===== src/rtl/exu_bjp_cmt_if.sv =====
// exu_bjp_cmt_if: commit request from the BJP ALU and redirect request to the IFU.
interface exu_bjp_cmt_if #(parameter int PC_SIZE = 32);
   logic               cmt_i_valid;
   logic               cmt_i_ready;
   logic               cmt_i_bjp;
   logic               cmt_i_bprdt;
   logic               cmt_i_taken;
   logic [PC_SIZE-1:0] cmt_i_pc;
   logic [PC_SIZE-1:0] cmt_i_target;
   logic               flush_o_valid;
   logic               flush_o_ready;
   logic [PC_SIZE-1:0] flush_o_pc;
   modport master (
      output cmt_i_valid, cmt_i_bjp, cmt_i_bprdt, cmt_i_taken, cmt_i_pc, cmt_i_target, flush_o_ready,
      input  cmt_i_ready, flush_o_valid, flush_o_pc
   );
   modport slave (
      input  cmt_i_valid, cmt_i_bjp, cmt_i_bprdt, cmt_i_taken, cmt_i_pc, cmt_i_target, flush_o_ready,
      output cmt_i_ready, flush_o_valid, flush_o_pc
   );
endinterface


===== src/rtl/exu_bjp_cmt.sv =====
// exu_bjp_cmt: branch/jump commit, mispredict redirect with drain window, perf counters.
module exu_bjp_cmt #(
   parameter int PC_SIZE   = 32,
   parameter int DRAIN_CYC = 2,
   parameter int CNT_W     = 32
) (
   input  logic             clk,
   input  logic             rst,
   exu_bjp_cmt_if.slave     bus,
   output logic             busy_o,
   output logic [CNT_W-1:0] cnt_bjp_o,
   output logic [CNT_W-1:0] cnt_mispred_o
);
   localparam int DW = DRAIN_CYC > 0 ? $clog2(DRAIN_CYC + 1) : 1;
   typedef enum logic [1:0] {IDLE, REQ, DRAIN} state_t;
   state_t state_q, state_d;
   logic [DW-1:0] drain_q, drain_d;
   logic [PC_SIZE-1:0] pc_q, pc_d;
   logic [CNT_W-1:0] cnt_bjp_q, cnt_bjp_d, cnt_mis_q, cnt_mis_d;
   logic bjp_acc, mis_acc;
   assign bus.cmt_i_ready   = state_q == IDLE;
   assign bus.flush_o_valid = state_q == REQ;
   assign bus.flush_o_pc    = pc_q;
   assign busy_o            = state_q != IDLE;
   assign cnt_bjp_o         = cnt_bjp_q;
   assign cnt_mispred_o     = cnt_mis_q;
   assign bjp_acc = bus.cmt_i_valid & bus.cmt_i_ready & bus.cmt_i_bjp;
   assign mis_acc = bjp_acc & (bus.cmt_i_taken ^ bus.cmt_i_bprdt);
   always_comb begin
      state_d   = state_q;
      drain_d   = drain_q;
      pc_d      = pc_q;
      cnt_bjp_d = cnt_bjp_q + CNT_W'(bjp_acc & ~&cnt_bjp_q);
      cnt_mis_d = cnt_mis_q + CNT_W'(mis_acc & ~&cnt_mis_q);
      unique case (state_q)
         IDLE: if (mis_acc) begin
            pc_d    = bus.cmt_i_taken ? bus.cmt_i_target : bus.cmt_i_pc + PC_SIZE'(4);
            state_d = REQ;
         end
         REQ: if (bus.flush_o_ready) begin
            state_d = DRAIN_CYC == 0 ? IDLE : DRAIN;
            drain_d = DW'(DRAIN_CYC);
         end
         DRAIN: begin
            drain_d = drain_q - 1'b1;
            state_d = drain_q == DW'(1) ? IDLE : DRAIN;
         end
         default: state_d = IDLE;
      endcase
   end
   always_ff @(posedge clk) begin
      if (rst) begin
         state_q   <= IDLE;
         drain_q   <= '0;
         pc_q      <= '0;
         cnt_bjp_q <= '0;
         cnt_mis_q <= '0;
      end else begin
         state_q   <= state_d;
         drain_q   <= drain_d;
         pc_q      <= pc_d;
         cnt_bjp_q <= cnt_bjp_d;
         cnt_mis_q <= cnt_mis_d;
      end
   end
endmodule


===== src/flat_wrapper.sv =====
// flat-port wrapper written by rule: the top's interface ports become plain ports
module exu_bjp_cmt_flat 
#(
   parameter int PC_SIZE   = 32,
   parameter int DRAIN_CYC = 2,
   parameter int CNT_W     = 32
)
  (clk, rst, busy_o, cnt_bjp_o, cnt_mispred_o, bus_cmt_i_valid, bus_cmt_i_bjp, bus_cmt_i_bprdt, bus_cmt_i_taken, bus_cmt_i_pc, bus_cmt_i_target, bus_flush_o_ready, bus_cmt_i_ready, bus_flush_o_valid, bus_flush_o_pc);
  exu_bjp_cmt_if #(.PC_SIZE(PC_SIZE)) bus_i ();
  input  logic clk;
  input  logic rst;
  output logic busy_o;
  output logic [CNT_W-1:0] cnt_bjp_o;
  output logic [CNT_W-1:0] cnt_mispred_o;
  input wire logic [$bits(bus_i.cmt_i_valid)-1:0] bus_cmt_i_valid;
  input wire logic [$bits(bus_i.cmt_i_bjp)-1:0] bus_cmt_i_bjp;
  input wire logic [$bits(bus_i.cmt_i_bprdt)-1:0] bus_cmt_i_bprdt;
  input wire logic [$bits(bus_i.cmt_i_taken)-1:0] bus_cmt_i_taken;
  input wire logic [$bits(bus_i.cmt_i_pc)-1:0] bus_cmt_i_pc;
  input wire logic [$bits(bus_i.cmt_i_target)-1:0] bus_cmt_i_target;
  input wire logic [$bits(bus_i.flush_o_ready)-1:0] bus_flush_o_ready;
  output wire logic [$bits(bus_i.cmt_i_ready)-1:0] bus_cmt_i_ready;
  output wire logic [$bits(bus_i.flush_o_valid)-1:0] bus_flush_o_valid;
  output wire logic [$bits(bus_i.flush_o_pc)-1:0] bus_flush_o_pc;
  assign bus_i.cmt_i_valid = bus_cmt_i_valid;
  assign bus_i.cmt_i_bjp = bus_cmt_i_bjp;
  assign bus_i.cmt_i_bprdt = bus_cmt_i_bprdt;
  assign bus_i.cmt_i_taken = bus_cmt_i_taken;
  assign bus_i.cmt_i_pc = bus_cmt_i_pc;
  assign bus_i.cmt_i_target = bus_cmt_i_target;
  assign bus_i.flush_o_ready = bus_flush_o_ready;
  assign bus_cmt_i_ready = bus_i.cmt_i_ready;
  assign bus_flush_o_valid = bus_i.flush_o_valid;
  assign bus_flush_o_pc = bus_i.flush_o_pc;
  exu_bjp_cmt #(.PC_SIZE(PC_SIZE), .DRAIN_CYC(DRAIN_CYC), .CNT_W(CNT_W)) u_core (.clk(clk), .rst(rst), .bus(bus_i), .busy_o(busy_o), .cnt_bjp_o(cnt_bjp_o), .cnt_mispred_o(cnt_mispred_o));
endmodule

===== config.mk =====
export PLATFORM = sky130hd
export DESIGN_NAME = exu_bjp_cmt_flat
export DESIGN_NICKNAME = d
export VERILOG_FILES = /design/src/rtl/exu_bjp_cmt_if.sv /design/src/rtl/exu_bjp_cmt.sv /design/src/flat_wrapper.sv
export SDC_FILE = /design/constraint.sdc
export NUM_CORES = 1
export LEC_CHECK = 0
export ABC_AREA = 1
export BUFFER_PORTS_ARGS = -buffer_cell sky130_fd_sc_hd__buf_2
export CAP_MARGIN = 10
export CORE_MARGIN = 2
export CORE_UTILIZATION = 30
export CTS_CLUSTER_SIZE = 10
export DETAILED_ROUTE_END_ITERATION = 10
export HOLD_SLACK_MARGIN = 0.05
export PLACE_DENSITY = 0.49
export SYNTH_ARGS = -nofsm -noshare
export SYNTH_HDL_FRONTEND = slang
export SYNTH_SLANG_ARGS = --single-unit

===== constraint.sdc =====
create_clock -name clk -period 3.2 [get_ports clk]
set_input_delay 0.32 -clock clk [delete_from_list [all_inputs] [get_ports clk]]
set_output_delay 0.32 -clock clk [all_outputs]
set_load 0.1 [all_outputs]

==> flow_summary_export.csv <==
group,metric,value,unit
die,fp.dieH,143,um
logic_synthesis,synth_top_area_share,34.4,%
cells_and_area,final_cell_mix,"nand2_1, buf_2, nor2_1",
logic_synthesis,yosysTopAreaCell,"dfxtp_1",
clock_network,cts_buffers,9,
timing,finalSetupTns,0,ns
global_routing,grt.total_usage,18.5,%
timing,fmax,408,MHz
timing,slew_headroom,51.3,%
timing,maxSlewViolCount,0,
timing,fin_skew,0.0111,ns
critical_path,cp.arrival,2.67,ns
logic_synthesis,yosys_register_bits,100,
detailed_routing,avgViaCountPerCell,4.74,
die,core,18800,um^2
detailed_routing,drt-initial-drc-count,407,
die,dieArea,20500,um^2
power,p_leak,0.00312,uW
power,p_per_area,406,nW/um^2
critical_path,crit_type,"reg2reg",
cells_and_area,layout_commonest_cell,"nand2_1",
place,portBuffers,169,
global_routing,antenna_found_initial,0,
power,report.power.total,2950,uW
clock_network,worstSkewPairLatency,0.36,ns
critical_path,cp-start-kind,"flip-flop",
run_status,status,"completed",
clock_network,clock-sinks,100,
detailed_routing,drt_pre_antenna_iters,5,
logic_synthesis,yosys-top-cells-area,"dfxtp_1, nand2_1, nor2_1",
timing,final.period_utilization,76.5,%
logic_synthesis,synth_cell_types,41,
die,ios,170,
timing,rsz0062_at_grt,"false",
logic_synthesis,postSynthAreaPerCell,6.50,um^2
place,place_area,6940,um^2
global_routing,grt_pass1_vias,5880,
global_routing,grt_pass1_wl,30000,um
global_routing,grt_max_degree,60,
timing,finalCriticalPeriod,2.45,ns
detailed_routing,wl_per_cell,14.1,um
die,rows,50,
cells_and_area,final_cell_area,7260,um^2
detailed_routing,ant_nets,0,
logic_synthesis,ys_warn_count,0,
clock_network,ctsHtreeMaxLevel,3,
logic_synthesis,postSynthCellCount,895,
cells_and_area,syn_to_final_growth,24.9,%
logic_synthesis,synth_seq_area_share,34.4,%
clock_network,path_clk_slew,0.07,ns
clock_network,clockBufferDepth,2,
logic_synthesis,postSynth.asyncResetShare,0,%
die,start_util,30.9,%
clock_network,post_cts_resized,0,
logic_synthesis,syn_area,5810,um^2
power,ir_drop,236,uV
detailed_routing,postRouteWirelength,18700,um
clock_network,root_buffer,"clkbuf_16",
critical_path,cp.required,3.42,ns
logic_synthesis,ys.flop_type,"dfxtp_1",
logic_synthesis,synth_edf_count,0,
die,die_x,143,um
detailed_routing,drc,0,
timing,worstMarginPinSlew,0.730,ns
global_routing,grt_remaining_overflow,0,
clock_network,cts_hold_buf,0,
clock_network,cts_tree,"yes",
timing,hold_viol,0,
logic_synthesis,synth_fp_nets,972,
place,gp_congestion,0.892,
cells_and_area,drive_above_1_share,22.4,%
critical_path,critical_path.max_fanout,9,
detailed_routing,vias,6270,
clock_network,post-cts-setup-buffer-count,0,
timing,setup_viol_count_final,0,
cells_and_area,fin_nets,1134,
place,hpwlAfterDp,14400,um
run,drv_cap,0,
worst_hold_path,holdCritPathClass,"in2reg",
critical_path,end_kind,"flip-flop",
==> per-layer routing <==
layer / track usage [%] / vias to the layer above / wire length [um]
li1: - / 3236 / -
met1: 23.8 / 2835 / 8710
met2: 30.4 / 179 / 8450
met3: 5.47 / 20 / 1250
met4: 4.85 / 0 / 308
met5: 0 / - / 0
==> layout make-up <==
class / count / area (um^2)
Fill cell: 2073 / 11600
Multi-Input combinational cell: 680 / 3380
Sequential cell: 100 / 2000
Timing Repair Buffer: 175 / 891
Inverter: 91 / 342
Tap cell: 260 / 325
Clock buffer: 10 / 239
Clock inverter: 6 / 77.6
Antenna cell: 2 / 5.00
==> state kept, by name, indices dropped and copies added (netlist names) <==
signal,flops
u_core.state_q,2
u_core.cnt_bjp_o,32
u_core.drain_q,2
u_core.bus.flush_o_pc,32
u_core.cnt_mispred_o,32
==> worst paths after layout <==
kind / start / end / slack, ns / cells past startpoint
hold / removal: bus_cmt_i_pc[0] / u_core.bus.flush_o_pc[0] / 0.23 / 3
setup reg to reg: u_core.cnt_bjp_o[26] / u_core.cnt_bjp_o[24] / 0.75 / 12
setup / recovery: u_core.cnt_bjp_o[26] / u_core.cnt_bjp_o[24] / 0.75 / 12
hold reg to reg: u_core.bus.flush_o_pc[5] / u_core.bus.flush_o_pc[5] / 0.46 / 2
==> kinds of logic (layout without fill, tap and decap cells) <==
kind of cell	Yosys count	after routing	share of synthesized area [%]
AO/OA/AOI/OAI	150	150	13.5
AND/OR/NAND/NOR	504	504	40.3
adder cells (fa/ha/maj)	6	6	1.29
XOR/XNOR	20	20	3.01
buffers and inverters	115	282	7.51
other	0	2	0
flip-flops	100	100	34.4
==> power by group <==
part	leakage (uW)	internal, uW	switching (uW)
clock network	0.000153	645	551
registers	0.000809	1270	15.8
logic	0.00215	106	360
==> cells in the mapped netlist (all sizes together) (3+ instances only) <==
library cell	instances
a21oi	91
a31oi	4
buf	5
clkbuf	19
dfxtp	100
ha	6
inv	90
nand2	233
nand3	53
nand3b	9
nand4	20
nor2	159
nor3	14
nor3b	3
o211ai	3
o21a	3
o21ai	44
or2	8
xnor2	10
xor2	10
==> stage by stage <==
stage	worst slack (ns)	utilization, %	std cells	hold slack [ns]
3_5_place_dp	0.730	36.9	1306	0.455
6_report	0.751	38.6	1324	0.227
3_3_place_gp	0.791	36.9	1306	0.451
4_1_cts	0.725	38.5	1322	0.211
5_1_grt	0.395	38.5	1322	0.224
2_1_floorplan	0.115	-	895	0.433
==> worst max-delay path: stages (launching register included) <==
cell,delay [ns]
dfxtp_1,0.44
inv_1,0.08
nor3_1,0.32
nand4_1,0.13
nor3_1,0.19
a21oi_1,0.09
ha_1,0.22
ha_1,0.30
nand4_2,0.21
nor2_2,0.08
nand2_1,0.07
xor2_1,0.14
nor2_1,0.05
Power figures use the tool's default switching activity.
